`config.mk`:
```
export PLATFORM = sky130hd
export DESIGN_NAME = can_rx_frame_ctrl
export DESIGN_NICKNAME = d
export VERILOG_FILES = /design/src/rtl/can_rx_frame_ctrl.sv
export SDC_FILE = /design/constraint.sdc
export NUM_CORES = 1
export LEC_CHECK = 0
export CORE_ASPECT_RATIO = 0.5
export CORE_UTILIZATION = 31
export DETAILED_ROUTE_END_ITERATION = 12
export HOLD_SLACK_MARGIN = 0.08
export SYNTH_ARGS = -nofsm -noshare
export SYNTH_HDL_FRONTEND = slang
export SYNTH_SLANG_ARGS = --single-unit
```
`constraint.sdc`:
```
create_clock -name clk -period 1.8 [get_ports clk]
set_clock_uncertainty 0.1 [all_clocks]
set_input_delay 0.36 -clock clk [delete_from_list [all_inputs] [get_ports clk]]
set_output_delay 0.36 -clock clk [all_outputs]
set_load 0.01 [all_outputs]
```
`src/rtl/can_rx_frame_ctrl.sv`:
```
`default_nettype none
// ============================================================================
// Module   : can_rx_frame_ctrl
// Brief    : CAN receive frame sequencer: field tracking, ID acceptance,
//            CRC comparator window, ACK drive and register-request decode.
//            Optional receive error counter enabled by CAN_RX_ERR_CNT_EN.
// Revision : 1.0  initial release
// ============================================================================
module can_rx_frame_ctrl #(
  parameter logic [10:0] ACCEPT_ID   = 11'b10101010000,
  parameter logic [10:0] ACCEPT_MASK = 11'h7FF,
  parameter int          DATA_BITS   = 46
) (
  input  logic        clk,
  input  logic        n_rst,
  input  logic        rxd,
  input  logic        bit_strobe,
  input  logic        crc_correct,
  output logic        crc_en,
  output logic        ack_tx,
  output logic        frame_valid,
  output logic        frame_error,
  output logic        rw,
  output logic [14:0] addr,
  output logic [15:0] wdata,
  output logic [7:0]  rx_err_cnt
);

  localparam logic [6:0] c_ARB_LAST  = 7'd10;
  localparam logic [6:0] c_CTRL_LAST = 7'd6;
  localparam logic [6:0] c_DATA_LAST = 7'(DATA_BITS - 1);
  localparam logic [6:0] c_CRC_LAST  = 7'd14;

  typedef enum logic [2:0] {
    S_IDLE = 3'd0,
    S_ARB  = 3'd1,
    S_CTRL = 3'd2,
    S_DATA = 3'd3,
    S_CRC  = 3'd4,
    S_ACK  = 3'd5,
    S_EOF  = 3'd6
  } state_t;

  state_t                 r_state;
  state_t                 w_state_nxt;
  logic [6:0]             r_cnt;
  logic [9:0]             r_id;
  logic                   r_id_ok;
  logic                   r_crc_ok;
  logic                   r_ack_first;
  logic [DATA_BITS-1:0]   r_payload;
  logic                   r_frame_valid;
  logic                   r_frame_error;
  logic                   r_rw;
  logic [14:0]            r_addr;
  logic [15:0]            r_wdata;

  logic [10:0]            w_id;
  logic                   w_crc_ok;
  logic                   w_eof_strobe;
  logic                   w_good;
  logic                   w_bad;

  assign w_id         = {r_id, rxd};
  // crc_correct arrives on the first ACK clock; bypass it so ack_tx covers the whole slot
  assign w_crc_ok     = r_ack_first ? crc_correct : r_crc_ok;
  assign w_eof_strobe = (r_state == S_EOF) && bit_strobe;
  assign w_good       = w_eof_strobe && r_id_ok && r_crc_ok && rxd;
  assign w_bad        = w_eof_strobe && r_id_ok && !(r_crc_ok && rxd);

  always_ff @(posedge clk or negedge n_rst) begin
    if (!n_rst) begin
      r_state <= S_IDLE;
      r_cnt   <= 7'd0;
    end else if (bit_strobe) begin
      r_state <= w_state_nxt;
      if ((w_state_nxt != r_state) || (r_state == S_IDLE))
        r_cnt <= 7'd0;
      else
        r_cnt <= r_cnt + 7'd1;
    end
  end

  always_comb begin
    w_state_nxt = r_state;
    crc_en      = 1'b0;
    ack_tx      = 1'b0;
    case (r_state)
      S_IDLE: if (bit_strobe && !rxd)                  w_state_nxt = S_ARB;
      S_ARB:  if (bit_strobe && r_cnt == c_ARB_LAST)   w_state_nxt = S_CTRL;
      S_CTRL: if (bit_strobe && r_cnt == c_CTRL_LAST)  w_state_nxt = S_DATA;
      S_DATA: if (bit_strobe && r_cnt == c_DATA_LAST)  w_state_nxt = S_CRC;
      S_CRC: begin
        crc_en = 1'b1;
        if (bit_strobe && r_cnt == c_CRC_LAST) w_state_nxt = S_ACK;
      end
      S_ACK: begin
        ack_tx = r_id_ok && w_crc_ok;
        if (bit_strobe) w_state_nxt = S_EOF;
      end
      S_EOF:  if (bit_strobe) w_state_nxt = S_IDLE;
      default: w_state_nxt = S_IDLE;
    endcase
  end

  always_ff @(posedge clk or negedge n_rst) begin
    if (!n_rst) begin
      r_id          <= 10'd0;
      r_id_ok       <= 1'b0;
      r_crc_ok      <= 1'b0;
      r_ack_first   <= 1'b0;
      r_payload     <= '0;
      r_frame_valid <= 1'b0;
      r_frame_error <= 1'b0;
      r_rw          <= 1'b0;
      r_addr        <= 15'd0;
      r_wdata       <= 16'd0;
    end else begin
      r_ack_first   <= (w_state_nxt == S_ACK) && (r_state != S_ACK);
      r_frame_valid <= w_good;
      r_frame_error <= w_bad;
      if (r_ack_first)
        r_crc_ok <= crc_correct;
      if (bit_strobe && r_state == S_ARB) begin
        r_id <= w_id[9:0];
        if (r_cnt == c_ARB_LAST)
          r_id_ok <= (((w_id ^ ACCEPT_ID) & ACCEPT_MASK) == 11'd0);
      end
      if (bit_strobe && r_state == S_DATA)
        r_payload <= {r_payload[DATA_BITS-2:0], rxd};
      if (w_good) begin
        r_rw    <= r_payload[DATA_BITS-1];
        r_addr  <= r_payload[DATA_BITS-2 -: 15];
        r_wdata <= r_payload[DATA_BITS-17 -: 16];
      end
    end
  end

  assign frame_valid = r_frame_valid;
  assign frame_error = r_frame_error;
  assign rw          = r_rw;
  assign addr        = r_addr;
  assign wdata       = r_wdata;

`ifdef CAN_RX_ERR_CNT_EN
  logic [7:0] r_err_cnt;

  always_ff @(posedge clk or negedge n_rst) begin
    if (!n_rst)
      r_err_cnt <= 8'h00;
    else if (w_bad && r_err_cnt != 8'hFF)
      r_err_cnt <= r_err_cnt + 8'd1;
    else if (w_good && r_err_cnt != 8'h00)
      r_err_cnt <= r_err_cnt - 8'd1;
  end

  assign rx_err_cnt = r_err_cnt;
`else
  assign rx_err_cnt = 8'h00;
`endif

endmodule
`default_nettype wire

```
Yosys cells after proc, flatten, opt, wreduce, memory -nomap -nowiden
Index checks and enable logic that the tools add are counted.
{"block": "totals", "regBits": 103, "latchBits": 0, "mem_bits_rw": 0, "romBits": 0, "input_bits": 5, "output_inout_bits": 44, "word_cells": 60, "mem_count": 0}
{"block": "classes", "add_sub_neg": 1, "mul": 0, "div_mod_pow": 0, "magnitude_cmp": 0, "n_eq_ne": 13, "shift": 0, "mux": 12, "bitwise": 1, "n_reduce_logical": 21}
{"operator": "3-bit 2-to-1 mux", "n": 7}
{"operator": "3-bit case mux with 7 select lines", "n": 1}
{"operator": "1-bit logical AND", "n": 15}
{"operator": "7-bit by 4-bit equality test with 1-bit output (second input constant)", "n": 2}
{"operator": "3-bit equality test (second input constant)", "n": 4}
{"operator": "11-bit zero test", "n": 1}
{"operator": "7-bit by 1-bit adder with 7-bit output (second input constant)", "n": 1}
{"operator": "7-bit by 3-bit equality test with 1-bit output (second input constant)", "n": 1}
{"operator": "7-bit by 6-bit equality test with 1-bit output (second input constant)", "n": 1}
{"operator": "7-bit 2-to-1 mux", "n": 1}
{"operator": "3-bit by 2-bit equality test with 1-bit output (second input constant)", "n": 2}
{"operator": "4-bit NOT", "n": 1}
{"operator": "3-bit by 1-bit equality test with 1-bit output (second input constant)", "n": 1}
{"operator": "3-bit zero test", "n": 1}
{"operator": "1-bit 2-to-1 mux", "n": 3}
{"operator": "3-bit inequality test", "n": 1}
{"operator": "3-bit inequality test (second input constant)", "n": 1}
{"operator": "1-bit zero test", "n": 2}
{"operator": "2-bit AND reduction", "n": 1}
{"operator": "1-bit logical OR", "n": 1}

Logic depth before layout (Yosys ltp)
Gate-level depths: netlist of the first run.
{"block": "depth", "depth_word": 7, "depth_mapped": 8, "ltp_nobuf": 7}

Least setup slack after synthesis of the first run
No wires, ideal clock.
{"block": "synth_path", "kind": "reg-to-reg", "startpoint": "reg r_cnt[0]", "endpoint": "reg r_cnt[2]", "setup_ns": 0.128, "arrival_time_ns": 1.593, "required_time_ns": 1.572, "slack_ns": -0.022, "path_stages_with_launch": 8, "path_buffers": 0, "synth_period_minus_slack_ns": 1.822, "path_cell_list": "dfrtp_1 > inv_1 > ha_1 > nor4b_4 > a41oi_1 > or3_4 > a41oi_2 > o22ai_1"}
{"block": "synth_via", "elab_chain_cells": 7, "elab_cells_between_ends": 17, "classes_between": "add/sub (1); eq/ne (5); mux (6); reduce/logical (5)"}
{"item": "start, declared", "line_no": "46", "text": "logic [6:0] r_cnt;"}
{"item": "start signal, assigned", "line_no": "80", "text": "r_cnt <= r_cnt + 7'd1;"}
{"item": "7-bit by 4-bit equality test with 1-bit output (tied with other cells)", "line_no": "95", "text": "if (bit_strobe && r_cnt == c_CRC_LAST) w_state_nxt = S_ACK;"}
{"item": "1-bit logical AND (on tied branches)"}
{"item": "3-bit 2-to-1 mux (on tied branches)"}
{"item": "3-bit case mux with 7 select lines", "line_no": "88", "text": "case (r_state)"}
{"item": "3-bit inequality test", "line_no": "77", "text": "if ((w_state_nxt != r_state) || (r_state == S_IDLE))"}
{"item": "1-bit logical OR", "line_no": "77"}
{"item": "7-bit 2-to-1 mux (*)", "line_no": "77"}
Mark *: on every way between the ends. The rest lies on a longest branch, timed or not.
A chain may end at the register's enable or synchronous reset.

Worst setup path after layout of the first run
Same ends and word-level chain as after synthesis.

==> results.py, run 1 <==
metrics = {
    "min_path": {
        "hp-class": "input port to register",
        "hold_depth": 2,
    },
    "logic_synthesis": {
        "synth_area_leader_cell": "dfrtp_1",
        "ys.flop_type": "dfrtp_1",
        "synth_top_cell_area_share_pct": 60.15,
        "avgSynthCellArea_um2": 10.88,
        "ys_types": 45,
        "yosysWarnings": 0,
        "syn_area_um2": 4285,
        "synth_seq_cells": 103,
        "synthArstFlopShare_pct": 100.0,
        "synth_edf_count": 0,
        "synth-seq-area-share_pct": 60.15,
        "syn_inst": 394,
        "synth_area_leaders": "dfrtp_1, nand2_1, mux2_1",
    },
    "floorplan": {
        "dieArea_um2": 14330,
        "rows": 29,
        "die_width_um": 168.3,
        "initial_core_util_pct": 32.81,
        "ios": 49,
        "die_h_um": 85.14,
        "core_area_um2": 13060,
    },
    "setup_path": {
        "start_kind": "register",
        "critPathMostFrequentCell": "a41oi_2",
        "path_delay_family": "simple AND/OR/NAND/NOR gates",
        "path_max_fanout": 3,
        "crit_end": "r_cnt[2]",
        "cp_cell_sequence": "inv_2, ha_4, nor4b_4, a41oi_2, or3_4, a41oi_2, o22ai_1",
        "cp.arrival_ns": 2.06,
        "path_class": "register to register",
        "cp.depth": 7,
        "startpoint": "r_cnt[0]",
        "cp-end-kind": "register",
        "crit_required_ns": 1.92,
        "reg2reg_slack_ns": -0.13,
        "worstReg2RegEnd": "r_cnt[2]",
        "cp_slowest_cell": "dfrtp_1",
        "slowest_delay_ns": 0.39,
        "path_buf_inv": 1,
        "r2r_cells": 7,
        "regToRegStartpoint": "r_cnt[0]",
    },
    "power_and_ir_drop": {
        "p_total_uw": 6020,
        "powerDensity_nw_per_um2": 1085,
        "peakVddDrop_mv": 0.5526,
        "power.leakage_uw": 0.002810,
    },
    "cts": {
        "cts_htree_levels": 3,
        "cts_tree": "built",
        "clk_pin_slew_ns": 0.07,
        "clock_sinks": 103,
        "clk_latency_ns": 0.34,
        "cts-root-buf": "clkbuf_16",
        "cts-buffers-inserted": 9,
        "cts.path.max_buffers": 2,
    },
    "grt": {
        "grt_antenna_before_repair": 0,
        "grt_first_pass_wirelength_um": 14070,
        "grt_pass1_vias": 2835,
        "grtUsageTotal_pct": 12.48,
        "grt_max_degree": 54,
        "overflow": 0,
    },
    "timing": {
        "whs_ns": 0.3092,
        "max_freq_mhz": 517.3,
        "rsz0062_at_grt": "yes",
        "setup_ws_ns": -0.1330,
        "period_needed_ns": 1.933,
        "final_max_slew_viol_count": 0,
        "setup_viol": 8,
        "finalHoldViolations": 0,
        "period_share_pct": 107.4,
    },
    "detailed_routing": {
        "drt_iter0_drc": 132,
        "routed_wl_um": 8330,
        "wire_per_inst_um": 13.08,
        "ant_nets": 0,
        "vias_per_cell": 4.535,
        "num_vias": 2889,
        "drc": 0,
        "first_pass_iters": 4,
    },
    "final_layout": {
        "nNetsFinal": 471,
        "final_common_cell": "nand2_1",
        "stdcell_area_um2": 5549,
        "drive_gt1_share_pct": 19.27,
        "synthToLayoutAreaGrowth_pct": 29.49,
        "final_cell_mix": "nand2_1, dfrtp_1, clkdlybuf4s50_1, mux2_1, buf_4",
        "num_antenna_cells": 0,
    },
    "run_status": {
        "status": "finished, violations left",
        "violations": "negative setup slack",
    },
    "place": {
        "port_buffers": 40,
        "hpwl_um": 5270,
        "placed_area_um2": 5062,
        "gp_congestion": 0.8153,
    },
    "flow_run": {
        "maxCapViolations": 0,
    },
}
[flip-flops by register name, summed over array words and instances (netlist names)]
signal and count:
r_crc_ok 1, frame_valid 1, rw 1, r_cnt 7, r_id_ok 1, wdata 16, frame_error 1, r_state 3
r_ack_first 1, addr 15, r_payload 46, r_id 10
[area by class of cell]
type                            count  area (µm²)
Multi-Input combinational cell    263        1643
Sequential cell                   103        2579
Tap cell                          170       212.7
Clock inverter                      6       55.05
Timing Repair Buffer               77       800.8
Clock buffer                        9       225.2
Inverter                            9       33.78
Fill cell                        1217        7513
[metrics by stage]
| stage | worst slack [ns] | setup TNS [ns] | utilization, % | cells |
|---|---|---|---|---|
| global route | -0.2103 | -1.420 | 42.48 | 637 |
| detailed placement | -0.4559 | -27.56 | 38.75 | 615 |
| CTS | -0.1092 | -0.5994 | 41.90 | 635 |
| global placement | -0.4528 | -26.49 | 38.75 | 615 |
| floorplan | -0.02167 | -0.02167 | - | 401 |
| finish | -0.1330 | -0.6815 | 42.48 | 637 |
[power breakdown]
part / switching [µW] / internal, µW / leakage, µW
logic: 726 / 596 / 0.00127
registers: 241 / 2620 / 0.00141
clock network: 885 / 955 / 0.000132
total: 1850 / 4170 / 0.00281
[layer usage]
layer  GRT usage [%]  share of wire [%]  vias to the layer above  wire, µm
li1                -                  -                     1406         -
met3           3.312                3.3                        7       275
met1           16.65                 50                     1429      4193
met5               0                  0                        -         0
met2           19.92                 45                       47      3761
met4           3.967                1.2                        0        99
[synthesized netlist by cell type (3+ instances only)]
| master | count |
|---|---|
| nand2_1 | 149 |
| dfrtp_1 | 103 |
| mux2_1 | 29 |
| mux2_2 | 14 |
| buf_4 | 12 |
| inv_1 | 9 |
| buf_2 | 8 |
| nor2_1 | 7 |
| a21oi_1 | 6 |
| clkbuf_1 | 5 |
| nand4_1 | 4 |
| and3_1 | 3 |
| ha_1 | 3 |
| nand2b_1 | 3 |
| nand3_1 | 3 |
[repair_timing]
action / CTS / global route
cloned: 1 / 2
setup endpoints to repair: 43 / 44
buffers inserted: 3 / 0
hold endpoints to repair: 16 / 0
pin swaps: 12 / 7
hold buffers: 1 / 0
resized for setup: 25 / 10
[kinds of logic after synthesis]
logic type / share of synthesized area (%)
simple gates: 18.83
flops: 60.15
mux: 11.30
buf+inv: 4.350
compound gates: 3.358
fa+ha+maj: 1.110
xor+xnor: 0.8177
other cells: 0.08751
[how the worst min path moves through the flow]
stage	from	end	slack, ns
floorplan	n_rst	addr[0]	-0.04
global placement	n_rst	r_ack_first	0.17
detailed placement	n_rst	r_ack_first	0.17
CTS	crc_correct	r_crc_ok	0.31
global route	crc_correct	r_crc_ok	0.32
finish	crc_correct	r_crc_ok	0.31
(Power assumes the default switching activity.)
==> run 2, diff against run 1 <==
--- a/config.mk
+++ b/config.mk
@@ -9,6 +9,7 @@
 export CORE_UTILIZATION = 31
 export DETAILED_ROUTE_END_ITERATION = 12
 export HOLD_SLACK_MARGIN = 0.08
+export PLACE_DENSITY = 0.62
 export SYNTH_ARGS = -nofsm -noshare
 export SYNTH_HDL_FRONTEND = slang
 export SYNTH_SLANG_ARGS = --single-unit
==> run 2 against run 1 <==
Effect of this change:
- the flow still finishes with violations (negative setup slack)
- non-clock buffer count is the same
- critical path type unchanged
- critical path depth unchanged
- maximum frequency increased by 5.8%
- worst hold slack better by 0.054 ns
- critical endpoint is now r_id_ok
- count of clock-buffer cells in the layout unchanged
- routed wire length fell by 3.2%
- worst setup slack improved by 0.11 ns
- sequential share of layout area increased by 0.52 points
- largest cell class unchanged
==> results.py, run 2 (synthesis results as in run 1) <==
metrics = {
    "run_status": {
        "status": "finished, violations left",
        "violations": "negative setup slack",
    },
    "final_layout": {
        "regMostFlops": "r_payload",
        "synthToLayoutAreaGrowth_pct": 28.00,
        "fin_cells": 638,
        "largest_reg_flops": 46,
        "nNetsFinal": 471,
        "num_antenna_cells": 0,
        "final_common_cell": "nand2_1",
        "fill_cells": 1257,
        "final_cell_mix": "nand2_1, dfrtp_1, clkdlybuf4s50_1, buf_4, mux2_1",
        "drive_gt1_share_pct": 18.16,
    },
    "power_and_ir_drop": {
        "power_frac_clock_pct": 31.9,
        "p_switching_uw": 1887,
        "peakVddDrop_mv": 0.4990,
        "combinationalPowerShare_pct": 21.5,
        "powerDensity_nw_per_um2": 1112,
        "power.leakage_uw": 0.002797,
        "p_total_uw": 6102,
        "p_sw_share_pct": 30.92,
        "seqPwrFrac_pct": 46.6,
        "p_int_uw": 4215,
    },
    "detailed_routing": {
        "vias_per_cell": 4.480,
        "first_pass_iters": 4,
        "ant_nets": 0,
        "routed_wl_um": 8066,
        "drt_iter0_drc": 130,
        "drc": 0,
        "num_vias": 2858,
        "wire_per_inst_um": 12.64,
    },
    "setup_path": {
        "path_delay_family": "flip-flops",
        "r2r_cells": 7,
        "start_kind": "register",
        "regToRegStartpoint": "r_cnt[0]",
        "critPathMostFrequentCell": "buf_4",
        "reg2reg_slack_ns": -0.03,
        "path_class": "register to register",
        "cp_slowest_cell": "dfrtp_1",
        "path_max_fanout": 4,
        "worstReg2RegEnd": "r_id_ok",
        "slowest_delay_ns": 0.39,
        "cp.arrival_ns": 1.95,
        "cp-end-kind": "register",
        "cp_cell_sequence": "inv_2, ha_4, nor4b_4, buf_4, buf_4, nand3_2, o41ai_1",
        "path_buf_inv": 3,
        "crit_required_ns": 1.92,
    },
    "floorplan": {
        "rows": 29,
        "die_h_um": 85.14,
        "core_area_um2": 13060,
        "dieArea_um2": 14330,
        "ios": 49,
        "initial_core_util_pct": 32.81,
        "die_width_um": 168.3,
    },
    "timing": {
        "period_share_pct": 101.6,
        "tns_ns": -0.04428,
        "period_needed_ns": 1.828,
        "setup_viol": 2,
        "final_max_slew_viol_count": 0,
        "finalHoldViolations": 0,
        "rsz0062_at_grt": "yes",
        "max_freq_mhz": 547.1,
        "setup_ws_ns": -0.02792,
    },
    "cts": {
        "cts-buffers-inserted": 9,
        "clk_pin_slew_ns": 0.08,
        "clk_latency_ns": 0.34,
        "cts_htree_levels": 3,
        "clock_sinks": 103,
        "cts-root-buf": "clkbuf_16",
        "cts_tree": "built",
        "cts.path.max_buffers": 2,
    },
    "grt": {
        "grtUsageTotal_pct": 12.08,
        "grt_max_degree": 34,
        "grt_pass1_vias": 2942,
        "grt_antenna_before_repair": 0,
        "grt_first_pass_wirelength_um": 13860,
        "overflow": 0,
    },
    "flow_run": {
        "maxCapViolations": 0,
    },
    "place": {
        "port_buffers": 40,
        "dp.cells": 618,
        "hpwl_um": 5481,
        "gp_congestion": 0.8373,
    },
    "min_path": {
        "hp-start": "bit_strobe",
        "hold_depth": 3,
        "hp-class": "input port to register",
        "whs_endpoint": "r_cnt[3]",
    },
}
[run 2: changes by cell type in the layout (fill, tap and decap cells not counted), moves of 2 or more]
cell	previous run	this run
buf_6	3	1
inv_6	0	3
clkinv_8	0	2
a21oi_1	3	6
clkinv_4	2	0
clkinvlp_4	2	0
clkdlybuf4s50_1	34	36
buf_4	26	30
a21oi_2	3	0
[run 2: stage by stage]
step | utilization [%] | instance area (µm²) | hold WS, ns | worst slack, ns
3_3_place_gp | 38.93 | 5085 | 0.2480 | -0.4162
4_1_cts | 41.72 | 5450 | 0.3696 | -0.06235
3_5_place_dp | 38.93 | 5085 | 0.2532 | -0.4387
2_1_floorplan | - | 4312 | -0.03559 | -0.02167
5_1_grt | 41.99 | 5485 | 0.3756 | -0.1434
6_report | 41.99 | 5485 | 0.3633 | -0.02792
[run 2: worst register-to-register path, stage by stage, from the launching register on]
cell     delay (ns)
dfrtp_1        0.39
inv_2          0.08
ha_4           0.12
nor4b_4        0.25
buf_4          0.18
buf_4          0.10
nand3_2        0.11
o41ai_1        0.38
[run 2: power by group through the flow]
stage / clock (µW) / sequential [µW] / combinational [µW]
2_1_floorplan: 0 / 2810 / 817
3_5_place_dp: 0 / 2870 / 1250
6_report: 1950 / 2840 / 1310
5_1_grt: 2100 / 2890 / 1470
3_3_place_gp: 0 / 2860 / 1230
4_1_cts: 2010 / 2840 / 1320
[run 2: cell type report]
cell class	count	area [µm²]	area share, %
flip-flops and latches	103	2577	46.99
clock buffers	9	225.2	4.106
inverters	9	33.78	0.6159
multi-input cells	263	1600	29.17
well taps	170	212.7	3.878
repair buffers	77	754.5	13.75
clock inverters	7	81.33	1.483
[run 2: timing repair]
action / in CTS / in global routing
hold endpoints to repair: 27 / 0
setup buffers: 1 / 1
resized for setup: 17 / 5
hold buffers: 1 / 0
gates cloned: 0 / 1
setup endpoints to repair: 38 / 57
pin swaps: 7 / 3
[run 2: worst max-delay path by stage]
stage | start | end | slack (ns) | cells past startpoint
floorplan | r_cnt[0] | r_cnt[2] | -0.02 | 7
global placement | bit_strobe | r_cnt[2] | -0.42 | 7
detailed placement | bit_strobe | r_cnt[2] | -0.44 | 7
CTS | r_cnt[0] | r_cnt[2] | -0.06 | 7
global route | r_cnt[0] | r_cnt[2] | -0.14 | 7
finish | r_cnt[0] | r_id_ok | -0.03 | 7
[run 2: routing by layer]
metal / global-route usage (%) / wire [µm] / vias to the layer above
met5: 0 / 0 / -
li1: - / - / 1409
met1: 15.34 / 4002 / 1398
met3: 3.172 / 245 / 7
met4: 3.636 / 81 / 0
met2: 20.41 / 3736 / 44
